===== config.mk =====
export PLATFORM = sky130hd
export DESIGN_NAME = fp_f2d_arbiter
export DESIGN_NICKNAME = d
export VERILOG_FILES = /design/src/rtl/fp_f2d_arbiter_pkg.sv /design/src/rtl/fp_f2d_arbiter_rr.sv /design/src/rtl/fp_f2d_arbiter.sv
export SDC_FILE = /design/constraint.sdc
export NUM_CORES = 1
export LEC_CHECK = 0
export ABC_AREA = 1
export CAP_MARGIN = 25
export CORE_AREA = 3 3 137 139
export DETAILED_ROUTE_END_ITERATION = 6
export DIE_AREA = 0 0 140 142
export PLACE_DENSITY = 0.89
export SLEW_MARGIN = 20
export SYNTH_ARGS = -nofsm -noshare
export SYNTH_HDL_FRONTEND = slang
export SYNTH_SLANG_ARGS = --single-unit

===== constraint.sdc =====
create_clock -name clk_i -period 12 [get_ports clk_i]
set_input_delay 3 -clock clk_i [delete_from_list [all_inputs] [get_ports clk_i]]
set_output_delay 3 -clock clk_i [all_outputs]
set_load 0.02 [all_outputs]

===== src/rtl/fp_f2d_arbiter_pkg.sv =====
// Shared types and the FP32 -> FP64 conversion used by the f2d arbiter.
package fp_f2d_arbiter_pkg;

    // IEEE exception flags in RISC-V fflags order (NV DZ OF UF NX).
    typedef struct packed {
        logic nv;
        logic dz;
        logic of;
        logic uf;
        logic nx;
    } fflags_t;

    // FP64 result together with the exception flags raised while producing it.
    typedef struct packed {
        logic [63:0] value;
        fflags_t     flags;
    } round_res_t;

    // Requester ids are stored at this width; supports up to 16 requesters.
    localparam int F2D_ARB_IDW = 4;

    typedef struct packed {
        round_res_t             result;
        logic [F2D_ARB_IDW-1:0] id;
    } f2d_arb_entry_t;

    // FP32 -> FP64 widening is always exact, so only a signalling NaN raises a flag.
    // NaNs are quieted with their payload kept; FP32 denormals become FP64 normals.
    function automatic round_res_t f2d(input logic [31:0] op);
        logic        sign;
        logic [7:0]  expIn;
        logic [22:0] manIn;
        logic [4:0]  lead;
        logic [52:0] shifted;
        round_res_t  res;

        sign    = op[31];
        expIn   = op[30:23];
        manIn   = op[22:0];
        res     = '0;
        lead    = '0;
        shifted = '0;

        if (expIn == 8'hFF) begin
            if (manIn == 23'd0) begin
                res.value = {sign, 11'h7FF, 52'd0};
            end else begin
                res.value    = {sign, 11'h7FF, 1'b1, manIn[21:0], 29'd0};
                res.flags.nv = ~manIn[22];
            end
        end else if (expIn == 8'd0) begin
            if (manIn == 23'd0) begin
                res.value = {sign, 63'd0};
            end else begin
                for (int i = 0; i < 23; i++) begin
                    if (manIn[i]) begin
                        lead = 5'(i);
                    end
                end
                shifted   = {30'd0, manIn} << (6'd52 - {1'b0, lead});
                res.value = {sign, 11'd874 + {6'd0, lead}, shifted[51:0]};
            end
        end else begin
            res.value = {sign, {3'd0, expIn} + 11'd896, manIn, 29'd0};
        end
        return res;
    endfunction

endpackage


===== src/rtl/fp_f2d_arbiter_rr.sv =====
// Round-robin arbiter: picks the first requester at or after ptr_i, wrapping at N.
module rr_arbiter #(
    parameter  int N  = 4,
    localparam int IW = (N > 1) ? $clog2(N) : 1
) (
    input  logic [N-1:0]  req_i,
    input  logic [IW-1:0] ptr_i,
    input  logic          en_i,
    output logic [N-1:0]  grant_oh_o,
    output logic [IW-1:0] grant_idx_o,
    output logic          found_o
);

    // Walk candidates ptr, ptr+1, ... with explicit wrap so non-power-of-2 N never yields an illegal id.
    always_comb begin
        logic [IW:0]   sum;
        logic [IW-1:0] cand;
        logic          hit;

        grant_oh_o  = '0;
        grant_idx_o = '0;
        hit         = 1'b0;
        sum         = '0;
        cand        = '0;
        for (int k = 0; k < N; k++) begin
            sum = {1'b0, ptr_i} + (IW+1)'(k);
            if (sum >= (IW+1)'(N)) begin
                sum = sum - (IW+1)'(N);
            end
            cand = sum[IW-1:0];
            if (en_i && !hit && req_i[cand]) begin
                hit               = 1'b1;
                grant_idx_o       = cand;
                grant_oh_o[cand]  = 1'b1;
            end
        end
        found_o = hit;
    end

endmodule


===== src/rtl/fp_f2d_arbiter.sv =====
// Shares one FP32->FP64 converter between NUM_REQ requesters; results queue in a
// small FIFO tagged with the requester id, and a sticky NV bit is kept per requester.
module fp_f2d_arbiter
    import fp_f2d_arbiter_pkg::*;
#(
    parameter  int NUM_REQ    = 4,
    parameter  int FIFO_DEPTH = 2,
    localparam int IDW        = $clog2(NUM_REQ)
) (
    input  logic                    clk_i,
    input  logic                    reset_i,
    input  logic [NUM_REQ-1:0]      req_valid_i,
    input  logic [NUM_REQ-1:0][31:0] req_data_i,
    output logic [NUM_REQ-1:0]      req_ready_o,
    output logic                    resp_valid_o,
    input  logic                    resp_ready_i,
    output round_res_t              resp_result_o,
    output logic [IDW-1:0]          resp_id_o,
    output logic [NUM_REQ-1:0]      nv_sticky_o,
    input  logic [NUM_REQ-1:0]      nv_clear_i,
    output logic                    busy_o
);

    localparam int PW = $clog2(FIFO_DEPTH);
    localparam int CW = PW + 1;

    logic [IDW-1:0]     ptr_q, ptr_d;
    logic [PW-1:0]      rd_q, rd_d;
    logic [PW-1:0]      wr_q, wr_d;
    logic [CW-1:0]      count_q, count_d;
    logic [NUM_REQ-1:0] nv_q, nv_d;
    f2d_arb_entry_t     mem_q [FIFO_DEPTH];

    logic [NUM_REQ-1:0] grantOh;
    logic [IDW-1:0]     grantIdx;
    logic               found;
    round_res_t         convRes;
    f2d_arb_entry_t     pushEntry;
    logic               respValid;
    logic               full;
    logic               pop;
    logic               accept;

    rr_arbiter #(.N(NUM_REQ)) uArb (
        .req_i       (req_valid_i),
        .ptr_i       (ptr_q),
        .en_i        (1'b1),
        .grant_oh_o  (grantOh),
        .grant_idx_o (grantIdx),
        .found_o     (found)
    );

    // The single converter instance sees only the granted operand; ready never depends on data.
    assign convRes          = f2d(req_data_i[grantIdx]);
    assign pushEntry.result = convRes;
    assign pushEntry.id     = F2D_ARB_IDW'(grantIdx);

    assign respValid = (count_q != '0);
    assign full      = (count_q == CW'(FIFO_DEPTH));
    assign pop       = respValid & resp_ready_i;
    assign accept    = found & (~full | pop);

    assign req_ready_o   = accept ? grantOh : '0;
    assign resp_valid_o  = respValid;
    assign busy_o        = respValid;
    assign resp_result_o = respValid ? mem_q[rd_q].result : '0;
    assign resp_id_o     = respValid ? mem_q[rd_q].id[IDW-1:0] : '0;
    assign nv_sticky_o   = nv_q;

    // Next-state for pointers, occupancy and sticky NV; a new NV set overrides a same-cycle clear.
    always_comb begin
        ptr_d   = ptr_q;
        rd_d    = rd_q;
        wr_d    = wr_q;
        count_d = count_q;
        nv_d    = nv_q & ~nv_clear_i;
        if (accept) begin
            ptr_d = (grantIdx == IDW'(NUM_REQ - 1)) ? '0 : grantIdx + 1'b1;
            wr_d  = wr_q + 1'b1;
            if (convRes.flags.nv) begin
                nv_d[grantIdx] = 1'b1;
            end
        end
        if (pop) begin
            rd_d = rd_q + 1'b1;
        end
        case ({accept, pop})
            2'b10:   count_d = count_q + 1'b1;
            2'b01:   count_d = count_q - 1'b1;
            default: count_d = count_q;
        endcase
    end

    // Control state register; reset empties the FIFO and restarts arbitration at requester 0.
    always_ff @(posedge clk_i) begin
        if (reset_i) begin
            ptr_q   <= '0;
            rd_q    <= '0;
            wr_q    <= '0;
            count_q <= '0;
            nv_q    <= '0;
        end else begin
            ptr_q   <= ptr_d;
            rd_q    <= rd_d;
            wr_q    <= wr_d;
            count_q <= count_d;
            nv_q    <= nv_d;
        end
    end

    // FIFO storage needs no reset; the head is masked to zero whenever the FIFO is empty.
    always_ff @(posedge clk_i) begin
        if (accept) begin
            mem_q[wr_q] <= pushEntry;
        end
    end

endmodule

; ---- After elaboration in Yosys (flattened, before gate mapping)
; Memories as Yosys holds them, arrays and structs flattened. A register that Yosys moved wholly into a read port is not among the register bits.
; Cells that the tools add are included.
[op_classes]
n_shift = 1
addsub = 15
muxes = 78
n_lt_le_gt_ge = 14
bitwise_logic = 11
n_eq_ne = 5
n_reduce_logical = 15
[op_table]
columns = op, count
row1 = $mux W63, 3
row2 = $mux W5, 24
row3 = $mux W69, 1
row4 = $bmux W32 S2, 1
row5 = $mux W52, 1
row6 = $shl A23 B6 Y52, 1
row7 = $mux W32, 1
row8 = $mux W4, 7
row9 = $logic_not A23 Y1, 1
row10 = $mux W1, 20
row11 = $mux W2, 10
row12 = $or A4 B4 Y4, 4
row13 = $lt A2 B3 Y1 const B, 5
row14 = $add A10 B5 Y11 const A, 1
row15 = $add A8 B10 Y11 const B, 1
row16 = $demux W1 S2, 5
row17 = $ge A2 B1 Y1 const B, 5
row18 = $sub A2 B1 Y2 const B, 5
row19 = $ge A3 B3 Y1 const B, 3
row20 = $bmux W1 S2, 4
row21 = $eq A8 B8 Y1 const B, 1
row22 = $logic_and A1 B1 Y1, 8
row23 = $logic_not A8 Y1, 1
row24 = $add A2 B2 Y3 const B, 2
row25 = other kinds (15), 24
[totals]
mem_count = 1
wordCells = 145
mem_bits_rw = 134
register_bits = 10
in_bits = 139
output_inout_bits = 81
[mem_list]
columns = memory, words, width, rd, rd_ports_with_merged_regs, write_ports, line
row1 = mem_q, 2, 67, 1, 1, 1, fp_f2d_arbiter.sv:32  ; f2d_arb_entry_t mem_q [FIFO_DEPTH];

; ---- Longest topological paths before layout
[logic_depth]
depth_word = 46
mapped_depth = 46
ltp_nobuf = 44

; ---- By module
; Synthesis repeated with hierarchy kept, for this count alone.
[hier_totals]
hier_cells = 1285
hier_area_um2 = 9542.9
[modules_own_cells]
columns = module, area_each_um2, instances, cells_per_inst, seq_area_each_um2
row1 = fp_f2d_arbiter, 8998.6, 1, 1193, 4184.0
row2 = rr_arbiter, 544.3, 1, 92, 0.0

; ---- Least setup slack after synthesis
; Ideal clock, no wire load.
[synth_path]
path_type = in2out
from = input port req_valid_i[0]
to = output port req_ready_o[3]
stages = 11
required_ns = 9.000
path_buffers = 1
path_slack_ns = 4.839
arrival_ns = 4.161
cell_sequence = inv_1 nand2_1 nand3_2 nand2_4 a21oi_2 nand4_1 nand2_1 inv_1 clkbuf_1 o21ai_0 inv_1
[synth_via]
elab_chain_len = 14
elab_cells_between_ends = 27
cone_classes = mux: 17 / bitwise: 4 / reduce/logical: 6
[synth_lines]
columns = element, line
row1 = "start, declared", fp_f2d_arbiter.sv:12  ; input logic [NUM_REQ-1:0] req_valid_i,
row2 = $bmux W1 S2, fp_f2d_arbiter_rr.sv:31  ; if (en_i && !hit && req_i[cand]) begin
row3 = $mux W1 (not written as such), fp_f2d_arbiter_rr.sv:31
row4 = $mux W1, fp_f2d_arbiter_rr.sv:31
row5 = $logic_not A1 Y1, fp_f2d_arbiter_rr.sv:31
row6 = $logic_and A1 B1 Y1, fp_f2d_arbiter_rr.sv:31
row7 = $mux W1, fp_f2d_arbiter_rr.sv:31
row8 = $logic_not A1 Y1, fp_f2d_arbiter_rr.sv:31
row9 = $logic_and A1 B1 Y1, fp_f2d_arbiter_rr.sv:31
row10 = $mux W1, fp_f2d_arbiter_rr.sv:31
row11 = $logic_not A1 Y1, fp_f2d_arbiter_rr.sv:31
row12 = $logic_and A1 B1 Y1, fp_f2d_arbiter_rr.sv:31
row13 = $mux W1, fp_f2d_arbiter_rr.sv:31
row14 = $and A1 B1 Y1, fp_f2d_arbiter.sv:61  ; assign accept = found & (~full | pop);
row15 = $mux W4 (*), fp_f2d_arbiter.sv:63  ; assign req_ready_o = accept ? grantOh : '0;
row16 = "end, declared", fp_f2d_arbiter.sv:14  ; output logic [NUM_REQ-1:0] req_ready_o,
; Mark *: on every way between the ends. The rest lies on a longest branch, timed or not. The select of a mux whose other input is x is not followed.

==> flow_summary.toml <==
[run_status]
status = "complete, no violations"

[final_layout]
final_nets = 1668
antenna_cells = 0
postLayoutCoreUtil = 0.703
syn2layout_area_growth_pct = 28.7
drive_gt1_frac = 0.0649
layout.cells.non_filler = 1755

[timing]
slew_headroom = 0.407
rsz0062_at_grt = "no"
postLayoutSetupSlackWorst_ns = 2.60
tns_ns = 0
period_share = 0.783
setup_viol_count_final = 0
fin_worst_skew_ns = 0.0132
fmax_mhz = 106
tightest_slew_ns = 0.887
period_minus_slack_ns = 9.40
finalHoldViolCount = 0
drv_slew = 0

[setup_path]
required_ns = 12.17
cp_slowest_cell = "ha_1"
cp_common_cell = "nand2_1"
cp_slowest_stage_delay_ns = 0.84
path_class = "input port to flip-flop"
endpoint_kind = "flip-flop"
start_kind = "input port"
critPathMaxFanout = 66
crit_arrival_ns = 9.57
rr_worst_depth = 29

[logic_synthesis]
yosysTopAreaCell = "edfxtp_1"
ys_warn_count = 0
synthTopCellsByArea = "edfxtp_1 (41%), nand2_1 (20%), nand3_1 (6.3%)"
syn_area_per_cell_um2 = 7.33
synthTopCellsByCount = "nand2_1 (516), edfxtp_1 (132), nand3_1 (123), inv_1 (99), a21oi_1 (93)"
seq_area_frac_synth = 0.431
synthFlopType = "edfxtp_1"
netlist_instances = 1324
synth_seq_cells = 143
synth_top_area_frac = 0.408
synth_edf_count = 132
yosysMostFrequentCell = "nand2_1"
synth_area_um2 = 9710
async_reset_ff_frac = 0
yosysUniqueCellTypes = 50

[min_path]
holdPathStages = 1
hold_path.class = "flip-flop to flip-flop"

[placement]
pre_cts_ws_ns = 2.09
dp_cells = 1722
place_hpwl_um = 23200
io_buffers = 215
gp_congestion = 1.02

[clocking]
clk_latency_ns = 0.44
cts_tree = "done"
path_clk_slew_ns = 0.06
postCtsSetupRepairBufs = 0
cts_root_buf = "clkbuf_16"
clock_sinks = 143
hold_buffers = 0
cts_resized = 0
cts_inserted_buffers = 17
h-tree-depth = 4
cts_buffer_depth = 2

[global_route]
grt_pass1_vias = 9283
overflow = 0
grt_first_pass_wirelength_um = 48700
gr-usage-all-layers = 0.310
antenna_found_initial = 0
grt_max_degree = 69

[floorplanning]
die_h_um = 142
core_area_um2 = 17800
start_util = 0.546
ios = 220
dieWidth_um = 140
dieArea_um2 = 19900
row_count = 49

[route]
wl_per_cell_um = 17.8
firstDrtPassIters = 5
ant_nets = 0
drc_errors = 0
routed_wl_um = 31200
num_vias = 10000
drtIter0Drc = 1069
viasPerCell = 5.70

[flow_run]
maxCapViolations = 0
## final cells by class
cell class / instances / area [µm²]
multi-input cells: 1013 / 4780
repair buffers: 227 / 2250
inverters: 111 / 418
fillers: 1394 / 5280
clock inverters: 15 / 145
well taps: 229 / 287
flip-flops and latches: 143 / 4190
clock buffers: 17 / 425
## cells by family after synthesis
group,Yosys count,synth area share
and+or+nand+nor,759,0.329
AOI/OAI and AO/OA,217,0.132
buffers and inverters,187,0.0862
DFF,143,0.431
adders and majority gates,16,0.0206
xor gates and xnor gates,1,0.000902
other,1,0.000386
## state kept, by name (all words and copies together) (netlist names), named ones only
register,cells
rd_q,1
wr_q,1
ptr_q,2
count_q,2
nv_sticky_o,4
mem_q,132
## metrics by stage
step / hold slack [ns] / cell area (µm²)
after floorplan: 0.425 / 9780
after global placement: 0.430 / 11900
after detailed placement: 0.435 / 11900
after CTS: 0.447 / 12500
after global routing: 0.472 / 12500
final: 0.449 / 12500
## layout by cell type (no fill, tap or decap), drive strengths merged, types with 2 or more instances in the layout
master         synthesis  final
nand4                 10     10
ha                    16     16
o22ai                  6      6
clkdlybuf4s50          0    215
clkinv                 2      6
nor3                   7      7
a32oi                 20     20
a31oi                  4      4
a21boi                 3      3
nand2                533    533
inv                  109    117
dfxtp                 11     11
o211ai                 5      5
clkinvlp               0      3
clkbuf                25     17
a21oi                 95     95
buf                   51     12
o21ai                 73     73
a22oi                  2      2
conb                   1     20
o31ai                  5      5
nor2                  76     76
nand3                128    128
or2                    2      2
edfxtp               132    132
## worst max-delay path, delay by kind of cell
family          cells  cell delay [ns]
buf+inv             6             2.13
fa+ha+maj           1             0.84
compound gates      9             2.01
simple gates       13             1.56
## metal layers
metal  vias to the layer above  part of all wire  routed length, µm  GRT usage
met3                        55             0.088               2750     0.0504
met1                      4620              0.40              12600      0.426
met2                       555              0.49              15300      0.521
met4                         0             0.019                584     0.0739
met5                         -                 0                  0          0
li1                       4775                 -                  -          -
## final timing paths
check	startpoint	endpoint	slack [ns]
max	req_valid_i[0]	mem_q[0][46]$_DFFE_PP_	2.60
min	rd_q$_SDFFE_PP0P_	flip-flop	0.45
max reg2reg	ptr_q[0]$_SDFFE_PP0P_	mem_q[0][46]$_DFFE_PP_	4.30
min reg2reg	rd_q$_SDFFE_PP0P_	flip-flop	0.45
Power is left out: the tool's default activity adds up to more than one toggle a clock period on the data nets, which glitch-free logic cannot reach.
